[src/rtl/bfloat16_to_int16.sv]
// Sequential bfloat16 -> int16 converter: classify, align one bit per cycle,
// round to nearest-even, saturate, then report with a one-cycle done pulse.
module bfloat16_to_int16 (
  input  logic        clock,
  input  logic        nreset,
  input  logic [15:0] in_bf16,
  input  logic        start,
  output logic        ready,
  output logic        done,
  output logic [15:0] result,
  output logic        invalid,
  output logic        overflow,
  output logic        inexact
);

  localparam int unsigned DATA_W = 16;
  localparam int unsigned EXP_W  = 8;
  localparam int unsigned MANT_W = 7;
  localparam int unsigned CNT_W  = 4;

  // Exponent at which {1,mant} is already the integer value (2^7 scaling)
  localparam logic [EXP_W-1:0] EXP_ALIGN = 8'd134;
  localparam logic [EXP_W-1:0] EXP_HALF  = 8'd126;
  localparam logic [EXP_W-1:0] EXP_SAT   = 8'd142;
  localparam logic [EXP_W-1:0] EXP_MAX   = 8'd255;
  localparam logic [DATA_W-1:0] POS_SAT  = 16'h7FFF;
  localparam logic [DATA_W-1:0] NEG_SAT  = 16'h8000;
  localparam logic [DATA_W-1:0] NEG_MIN_BF16 = 16'hC700;

  typedef enum logic [2:0] {
    IDLE,
    CLASSIFY,
    SHIFT,
    ROUND,
    DONE
  } state_t;

  state_t             state;
  logic [DATA_W-1:0]  op;
  logic [DATA_W-1:0]  w;
  logic               g;
  logic               s;
  logic               shift_left;
  logic [CNT_W-1:0]   cnt;

  logic               op_sign;
  logic [EXP_W-1:0]   op_exp;
  logic [MANT_W-1:0]  op_mant;
  logic [EXP_W-1:0]   shift_amt;
  logic               round_up;
  logic [DATA_W-1:0]  w_rnd;

  assign op_sign   = op[DATA_W-1];
  assign op_exp    = op[DATA_W-2 -: EXP_W];
  assign op_mant   = op[MANT_W-1:0];
  assign shift_amt = (op_exp < EXP_ALIGN) ? EXP_W'(EXP_ALIGN - op_exp)
                                          : EXP_W'(op_exp - EXP_ALIGN);
  assign round_up  = g & (s | w[0]);
  assign w_rnd     = w + DATA_W'(round_up);

  // Single-process FSM; result and flags load only on entry to DONE
  always_ff @(posedge clock or negedge nreset) begin
    if (!nreset) begin
      state      <= IDLE;
      op         <= '0;
      w          <= '0;
      g          <= 1'b0;
      s          <= 1'b0;
      shift_left <= 1'b0;
      cnt        <= '0;
      ready      <= 1'b1;
      done       <= 1'b0;
      result     <= '0;
      invalid    <= 1'b0;
      overflow   <= 1'b0;
      inexact    <= 1'b0;
    end else begin
      case (state)
        IDLE: begin
          if (start) begin
            op    <= in_bf16;
            ready <= 1'b0;
            state <= CLASSIFY;
          end
        end

        CLASSIFY: begin
          if (op_exp >= EXP_HALF && op_exp < EXP_SAT) begin
            w          <= DATA_W'({1'b1, op_mant});
            g          <= 1'b0;
            s          <= 1'b0;
            shift_left <= (op_exp > EXP_ALIGN);
            cnt        <= CNT_W'(shift_amt);
            state      <= (shift_amt == '0) ? ROUND : SHIFT;
          end else begin
            state    <= DONE;
            done     <= 1'b1;
            result   <= '0;
            invalid  <= 1'b0;
            overflow <= 1'b0;
            inexact  <= 1'b0;
            if (op_exp == EXP_MAX) begin
              if (op_mant != '0) begin
                invalid <= 1'b1;
              end else begin
                overflow <= 1'b1;
                result   <= op_sign ? NEG_SAT : POS_SAT;
              end
            end else if (op_exp >= EXP_SAT) begin
              // -32768 is representable exactly; everything else here saturates
              if (op == NEG_MIN_BF16) begin
                result <= NEG_SAT;
              end else begin
                overflow <= 1'b1;
                result   <= op_sign ? NEG_SAT : POS_SAT;
              end
            end else if (op_exp == '0) begin
              inexact <= (op_mant != '0);
            end else begin
              inexact <= 1'b1;
            end
          end
        end

        SHIFT: begin
          if (shift_left) begin
            w <= w << 1;
          end else begin
            s <= s | g;
            g <= w[0];
            w <= w >> 1;
          end
          cnt <= cnt - CNT_W'(1);
          if (cnt == CNT_W'(1)) begin
            state <= ROUND;
          end
        end

        ROUND: begin
          result   <= op_sign ? DATA_W'(~w_rnd + DATA_W'(1)) : w_rnd;
          invalid  <= 1'b0;
          overflow <= 1'b0;
          inexact  <= g | s;
          done     <= 1'b1;
          state    <= DONE;
        end

        DONE: begin
          done  <= 1'b0;
          ready <= 1'b1;
          state <= IDLE;
        end

        default: begin
          done  <= 1'b0;
          ready <= 1'b1;
          state <= IDLE;
        end
      endcase
    end
  end

endmodule
[config.mk]
export PLATFORM = sky130hd
export DESIGN_NAME = bfloat16_to_int16
export DESIGN_NICKNAME = d
export VERILOG_FILES = /design/src/rtl/bfloat16_to_int16.sv
export SDC_FILE = /design/constraint.sdc
export NUM_CORES = 1
export LEC_CHECK = 0
export CAP_MARGIN = 10
export CORE_MARGIN = 4
export CORE_UTILIZATION = 62
export CTS_CLUSTER_DIAMETER = 100
export DETAILED_ROUTE_END_ITERATION = 6
export GPL_ROUTABILITY_DRIVEN = 0
export PLACE_DENSITY = 0.85
export SETUP_SLACK_MARGIN = 0.5
export SYNTH_ARGS = -nofsm -noshare
export SYNTH_HDL_FRONTEND = slang
export SYNTH_SLANG_ARGS = --single-unit
[constraint.sdc]
create_clock -name clock -period 7.4 [get_ports clock]
set_input_delay 1.48 -clock clock [delete_from_list [all_inputs] [get_ports clock]]
set_output_delay 1.48 -clock clock [all_outputs]
set_load 0.02 [all_outputs]
==> run_results.csv, run 1 <==
group,metric,value,unit
cts,clock_path_buffers,2,
place,dp_hpwl,6.45,mm
cts,cts_root_buffer,"clkbuf_8",
power_and_ir_drop,max-vdd-ir-drop,0.242,mV
logic_synthesis,ys_async_sr_fraction,100,%
cts,cts_max_level,3,
sta,fin_skew,0.00714,ns
logic_synthesis,synth_cell_type_count,65,
logic_synthesis,synth_top_area_share,36.9,%
logic_synthesis,synth_commonest_cells,"62 x dfrtp_1, 53 x nand2_1, 46 x o21ai_0, 32 x a21oi_1, 32 x nor2_1",
cts,clk_pin_slew,0.07,ns
routing,vias,3561,
logic_synthesis,ys_seq_elements,63,
logic_synthesis,syn_nets,507,
routing,viasPerCell,6.19,
floorplanning,die_x,90.3,um
sta,period_share,41.3,%
logic_synthesis,synth_edf_count,0,
power_and_ir_drop,p_per_area,428,nW/um^2
global_route,grt_max_degree,64,
finish,layout-drive-gt1-share,10.6,%
routing,final_antenna_net_count,0,
cts,post-cts-setup-buffer-count,0,
logic_synthesis,synth_top_cell_by_area,"dfrtp_1",
global_route,grt_pass1_vias,3372,
floorplanning,ioPinCount,40,
sta,slew_headroom,39.2,%
cts,cts.sinks,63,
global_route,grt_use_total,23.0,%
sta,hold_viol,0,
setup_path,cp-end-kind,"flop",
finish,diodes,0,
hold_path,hold_class,"flop to flop",
setup_path,crit_path_start_kind,"flop",
setup_path,path_class,"flop to flop",
cts,cts_made_buffers,9,
logic_synthesis,yosysWarnings,0,
power_and_ir_drop,p_leak,1.89,nW
global_route,grt_pass1_wl,15.5,mm
power_and_ir_drop,p_comb_share,48.4,%
routing,post_drt_wl_per_cell,16.1,um
logic_synthesis,synth.avg_cell_area,8.78,sq um
status,outcome,"finished clean",
floorplanning,die_area,8150,sq um
setup_path,cp.arrival,3.29,ns
logic_synthesis,ys_seq_area_share,37.6,%
setup_path,worst_ep_required_time,7.63,ns
routing,routed_wl,9.28,mm
finish,syn2layout_area_growth,12.3,%
global_route,grt_antenna_before_repair,0,
logic_synthesis,synthTopCellsByArea,"dfrtp_1 37%, xnor2_1 5.6%, o21ai_0 5.5%, nand2_1 4.7%, mux2_2 4.0%",
cts,ctsHoldBuffers,0,
cts,post_cts_resized,0,
cts,clk_latency,0.34,ns
finish,fin_util,73.0,%
routing,first_iter_violations,252,
cts,cts_tree,"done",
floorplanning,fp.dieH,90.3,um
finish,fill_cells,501,
power_and_ir_drop,p_seq_share,36.9,%
power_and_ir_drop,switching_share,44.8,%
routing,post-route-drc-count,0,
place,portBuffers,39,
finish,nets,522,
finish,ff_latch_area,1580,sq um
run,maxCapViolations,0,
logic_synthesis,synthCells,478,
logic_synthesis,syn_area,4200,sq um
finish,multiInputGateArea,2410,sq um
sta,rsz0062_at_grt,"false",
sta,tightest_slew,0.913,ns
sta,fmax,327,MHz
sta,fin_crit,3.06,ns
floorplanning,core_area,6460,sq um
floorplanning,fp-row-count,29,
setup_path,critPathMaxFanout,12,
power_and_ir_drop,p_int,1.11,mW
power_and_ir_drop,p_sw,0.904,mW
sta,finalSetupViolCount,0,
sta,finalMaxSlewViolations,0,
routing,drt_first_pass_iters,5,
power_and_ir_drop,power_frac_clock,14.7,%
sta,finalSetupTns,0,ns
floorplanning,start_util,65.0,%
global_route,gr-total-overflow,0,
logic_synthesis,synth_flop_cell,"dfrtp_1",
logic_synthesis,synth.most_common_cell,"dfrtp_1",
sta,timing.hold.ws,0.505,ns
-- power groups by stage --
stage / logic (mW) / registers [mW] / clock network (mW)
after floorplan: 0.788 / 0.665 / 0
after global placement: 0.941 / 0.733 / 0
after detailed placement: 0.972 / 0.742 / 0
after CTS: 0.981 / 0.738 / 0.298
after global routing: 1.08 / 0.771 / 0.318
final: 0.978 / 0.745 / 0.296
-- stage by stage --
step / total power, mW / worst slack, ns / instance area [sq um] / cells
after floorplan: 1.45 / 4.64 / 4200 / 478
after detailed placement: 1.71 / 4.38 / 4530 / 559
after CTS: 2.02 / 4.34 / 4720 / 575
after global routing: 2.17 / 4.09 / 4720 / 575
final: 2.02 / 4.34 / 4720 / 575
after global placement: 1.67 / 4.48 / 4530 / 559
-- worst max-delay path, stage by stage, from the launching register on --
cell and delay (ns):
dfrtp_1 0.41, nor2_1 0.05, nor2_1 0.08, ha_1 0.30, ha_1 0.50, nand4_4 0.23, nor3_1 0.28, xnor2_1 0.23
o211ai_1 0.20, o31ai_2 0.29, xnor2_1 0.09, a221o_1 0.29
-- layout by cell type (no fill, tap or decap), drive strengths merged, types with 3 or more instances in the layout --
cell type,instances
inv,11
o21ai,57
nor2,34
nand3,16
nand2,53
clkinv,3
o211ai,3
xor2,6
nand2b,5
nor4,6
a31oi,4
mux2,15
a21oi,33
ha,10
clkdlybuf4s50,38
clkbuf,12
mux2i,16
a21o,5
nand4,9
a211oi,7
and2,3
xnor2,27
dfrtp,62
buf,3
nor3,14
and3,8
-- layer usage --
layer | global-route usage, % | up-vias | part of all wire, %
met5 | 0 | - | 0
met1 | 29.6 | 1699 | 45
met4 | 10.3 | 0 | 1.7
met3 | 3.58 | 19 | 5.3
met2 | 38.3 | 107 | 48
li1 | - | 1736 | -
-- final cells by class --
cell class / count / area share, %
multi-input combinational: 367 / 51.1
clock inverter: 4 / 0.955
tap: 77 / 2.04
sequential: 63 / 33.5
clock buffer: 12 / 3.08
inverter: 11 / 0.876
timing repair buffer: 41 / 8.49
-- cells by family after synthesis --
logic type | Yosys count | share of synthesized area [%]
buffers and inverters | 48 | 5.04
XOR/XNOR | 33 | 6.88
multiplexers | 31 | 7.84
flip-flops | 63 | 37.6
adder cells (fa/ha/maj) | 10 | 2.98
AND/OR/NAND/NOR | 165 | 21.3
AO/OA/AOI/OAI | 128 | 18.4
-- path summary, 6_finish.rpt --
path,from,depth (start not counted),slack [ns],endpoint
max,w[0],11,4.34,result[15]
min,result[2],2,0.50,result[2]
max reg2reg,w[0],11,4.34,result[15]
min reg2reg,result[2],2,0.50,result[2]
max in group asynchronous,nreset,2,5.58,result[6]
min in group asynchronous,nreset,2,1.29,invalid
-- sequential cells by signal (all words and copies together) (netlist names), 3 cells and up --
name and count:
state 3, result 16, cnt 4, w 16, op 16
Power figures use the tool's default switching activity.
==> inputs of run 2 (changes only) <==
--- a/config.mk
+++ b/config.mk
@@ -7,11 +7,11 @@
 export LEC_CHECK = 0
 export CAP_MARGIN = 10
 export CORE_MARGIN = 4
-export CORE_UTILIZATION = 62
+export CORE_UTILIZATION = 58
 export CTS_CLUSTER_DIAMETER = 100
 export DETAILED_ROUTE_END_ITERATION = 6
 export GPL_ROUTABILITY_DRIVEN = 0
-export PLACE_DENSITY = 0.85
+export PLACE_DENSITY = 0.81
 export SETUP_SLACK_MARGIN = 0.5
 export SYNTH_ARGS = -nofsm -noshare
 export SYNTH_HDL_FRONTEND = slang
==> constraint.sdc (replaced) <==
create_clock -name clock -period 3.1 [get_ports clock]
set_input_delay 0.62 -clock clock [delete_from_list [all_inputs] [get_ports clock]]
set_output_delay 0.62 -clock clock [all_outputs]
set_load 0.02 [all_outputs]
==> run 2 against run 1 <==
  * Cell count grew 6.3%
  * Count of clock-buffer cells in the layout shrank 2
  * Critical path depth grew 1
  * Register-to-register slack lost 3.8 ns
  * Die area grew 6.3%
  * Core utilization shrank 0.97 points
  * Non-clock buffer count grew 17
  * Via count grew 3.9%
  * Clock skew grew 0.0056 ns
==> run_results.csv, run 2 (synthesis results as in run 1) <==
group,metric,value,unit
status,outcome,"finished clean",
floorplanning,start_util,60.8,%
sta,period_share,82.5,%
sta,finalMaxSlewViolations,0,
place,portBuffers,39,
global_route,grt_pass1_vias,3431,
finish,nets,539,
power_and_ir_drop,max-vdd-ir-drop,0.556,mV
setup_path,critPathMaxFanout,11,
floorplanning,fp.dieH,93.1,um
finish,diodes,0,
routing,post_drt_wl_per_cell,16.1,um
global_route,gr-total-overflow,0,
setup_path,max_stage_delay,0.37,ns
power_and_ir_drop,p_per_area,1030,nW/um^2
sta,slew_headroom,40.8,%
routing,drt_first_pass_iters,5,
sta,fin_skew,0.0128,ns
cts,cts_root_buffer,"clkbuf_8",
global_route,grt_use_total,23.1,%
cts,cts_tree,"done",
global_route,grt_max_degree,30,
floorplanning,ioPinCount,40,
setup_path,path_class,"flop to flop",
finish,fill_cells,553,
setup_path,crit_path_start_kind,"flop",
sta,rsz0062_at_grt,"true",
finish,fin_area,4980,sq um
sta,tightest_slew,0.888,ns
floorplanning,fp-row-count,30,
routing,post-route-drc-count,0,
setup_path,cp_num_buf_inv,2,
setup_path,cp-end-kind,"flop",
finish,reg_top3,"op: 16 flops, result: 16 flops, w: 16 flops",
sta,finalSetupViolCount,0,
cts,clock_path_buffers,2,
routing,routed_wl,9.81,mm
sta,hold_viol,0,
sta,timing.hold.ws,0.289,ns
finish,layout-drive-gt1-share,16.5,%
finish,syn2layout_area_growth,18.5,%
power_and_ir_drop,p_leak,2.00,nW
setup_path,worst_ep_required_time,3.32,ns
global_route,grt_antenna_before_repair,0,
floorplanning,die_x,93.1,um
setup_path,crit_chain,"inv_1 -> nor2_1 -> ha_2 -> ha_4 -> buf_6 -> nand2_1 -> nor3_2 -> a22oi_2 -> o21a_2 -> o31ai_4 -> xnor2_1 -> a221o_1",
sta,finalSetupTns,0,ns
routing,final_antenna_net_count,0,
cts,clk_latency,0.35,ns
routing,first_iter_violations,248,
cts,cts.sinks,63,
place,dp_hpwl,6.71,mm
place,dpl_cell_area,4600,sq um
setup_path,cp.arrival,2.78,ns
cts,cts_max_level,3,
setup_path,worst_path_max_delay_cell,"dfrtp_1",
routing,vias,3701,
floorplanning,die_area,8660,sq um
finish,final_cell_mix,"60 x dfrtp_1, 53 x nand2_1, 45 x o21ai_0",
cts,clk_pin_slew,0.08,ns
floorplanning,core_area,6910,sq um
run,maxCapViolations,0,
cts,ctsHoldBuffers,0,
finish,final_common_cell,"dfrtp_1",
global_route,grt_pass1_wl,16.2,mm
sta,fin_crit,2.56,ns
setup_path,cp_top_family,"compound AO/OA/AOI/OAI gates",
cts,cts_made_buffers,9,
sta,fmax,391,MHz
hold_path,hold_class,"primary input to asynchronous set/reset pin",
routing,viasPerCell,6.06,
==> run 2: changes by cell type in the layout (fill, tap and decap cells not counted), sizes merged <==
cell	previous run	this run
clkinvlp	0	1
buf	3	20
clkbuf	12	10
bufinv	1	2
==> run 2: path summary, 6_finish.rpt <==
kind	end	slack, ns	cells past startpoint	start
setup / recovery	result[15]	0.54	12	g
hold / removal	op[10]	0.29	1	nreset
setup reg to reg	result[15]	0.54	12	g
hold reg to reg	result[2]	0.51	2	result[2]
max in group asynchronous	w[5]	2.10	2	nreset
min in group clock	result[2]	0.51	2	result[2]
==> run 2: where the power goes <==
| group | leakage, nW | total (mW) | internal (mW) | switching [mW] |
|---|---|---|---|---|
| Sequential | 0.771 | 1.79 | 1.18 | 0.606 |
| Clock | 0.106 | 0.798 | 0.452 | 0.346 |
| Combinational | 1.12 | 2.53 | 1.21 | 1.32 |
==> run 2: cell type report <==
cell class / count / area, sq um / share of cell area (%)
Clock buffer: 10 / 128 / 2.56
Clock inverter: 6 / 86.3 / 1.73
Inverter: 11 / 41.3 / 0.830
Multi-Input combinational cell: 367 / 2490 / 50.0
Sequential cell: 63 / 1580 / 31.8
Tap cell: 96 / 120 / 2.41
Timing Repair Buffer: 58 / 532 / 10.7
==> run 2: metal layers <==
layer | track usage, % | share of wire [%]
met1 | 29.8 | 43
met2 | 38.9 | 49
met3 | 3.62 | 5.8
met4 | 9.16 | 2.0
met5 | 0 | 0
==> run 2: repair_timing <==
action / CTS / global route
resized for setup: 8 / 12
setup buffers: 5 / 5
endpoints found under the setup margin: 4 / 5
pin swaps: 2 / 8
==> run 2: metrics by stage <==
step | power [mW] | cells | util (%) | setup slack (ns)
CTS | 5.02 | 606 | 70.8 | 0.516
detailed placement | 4.16 | 585 | 66.6 | 0.277
finish | 5.11 | 611 | 72.0 | 0.543
global route | 5.48 | 611 | 72.0 | 0.426
global placement | 4.06 | 585 | 66.6 | 0.438
floorplan | 3.47 | 478 | - | 0.540
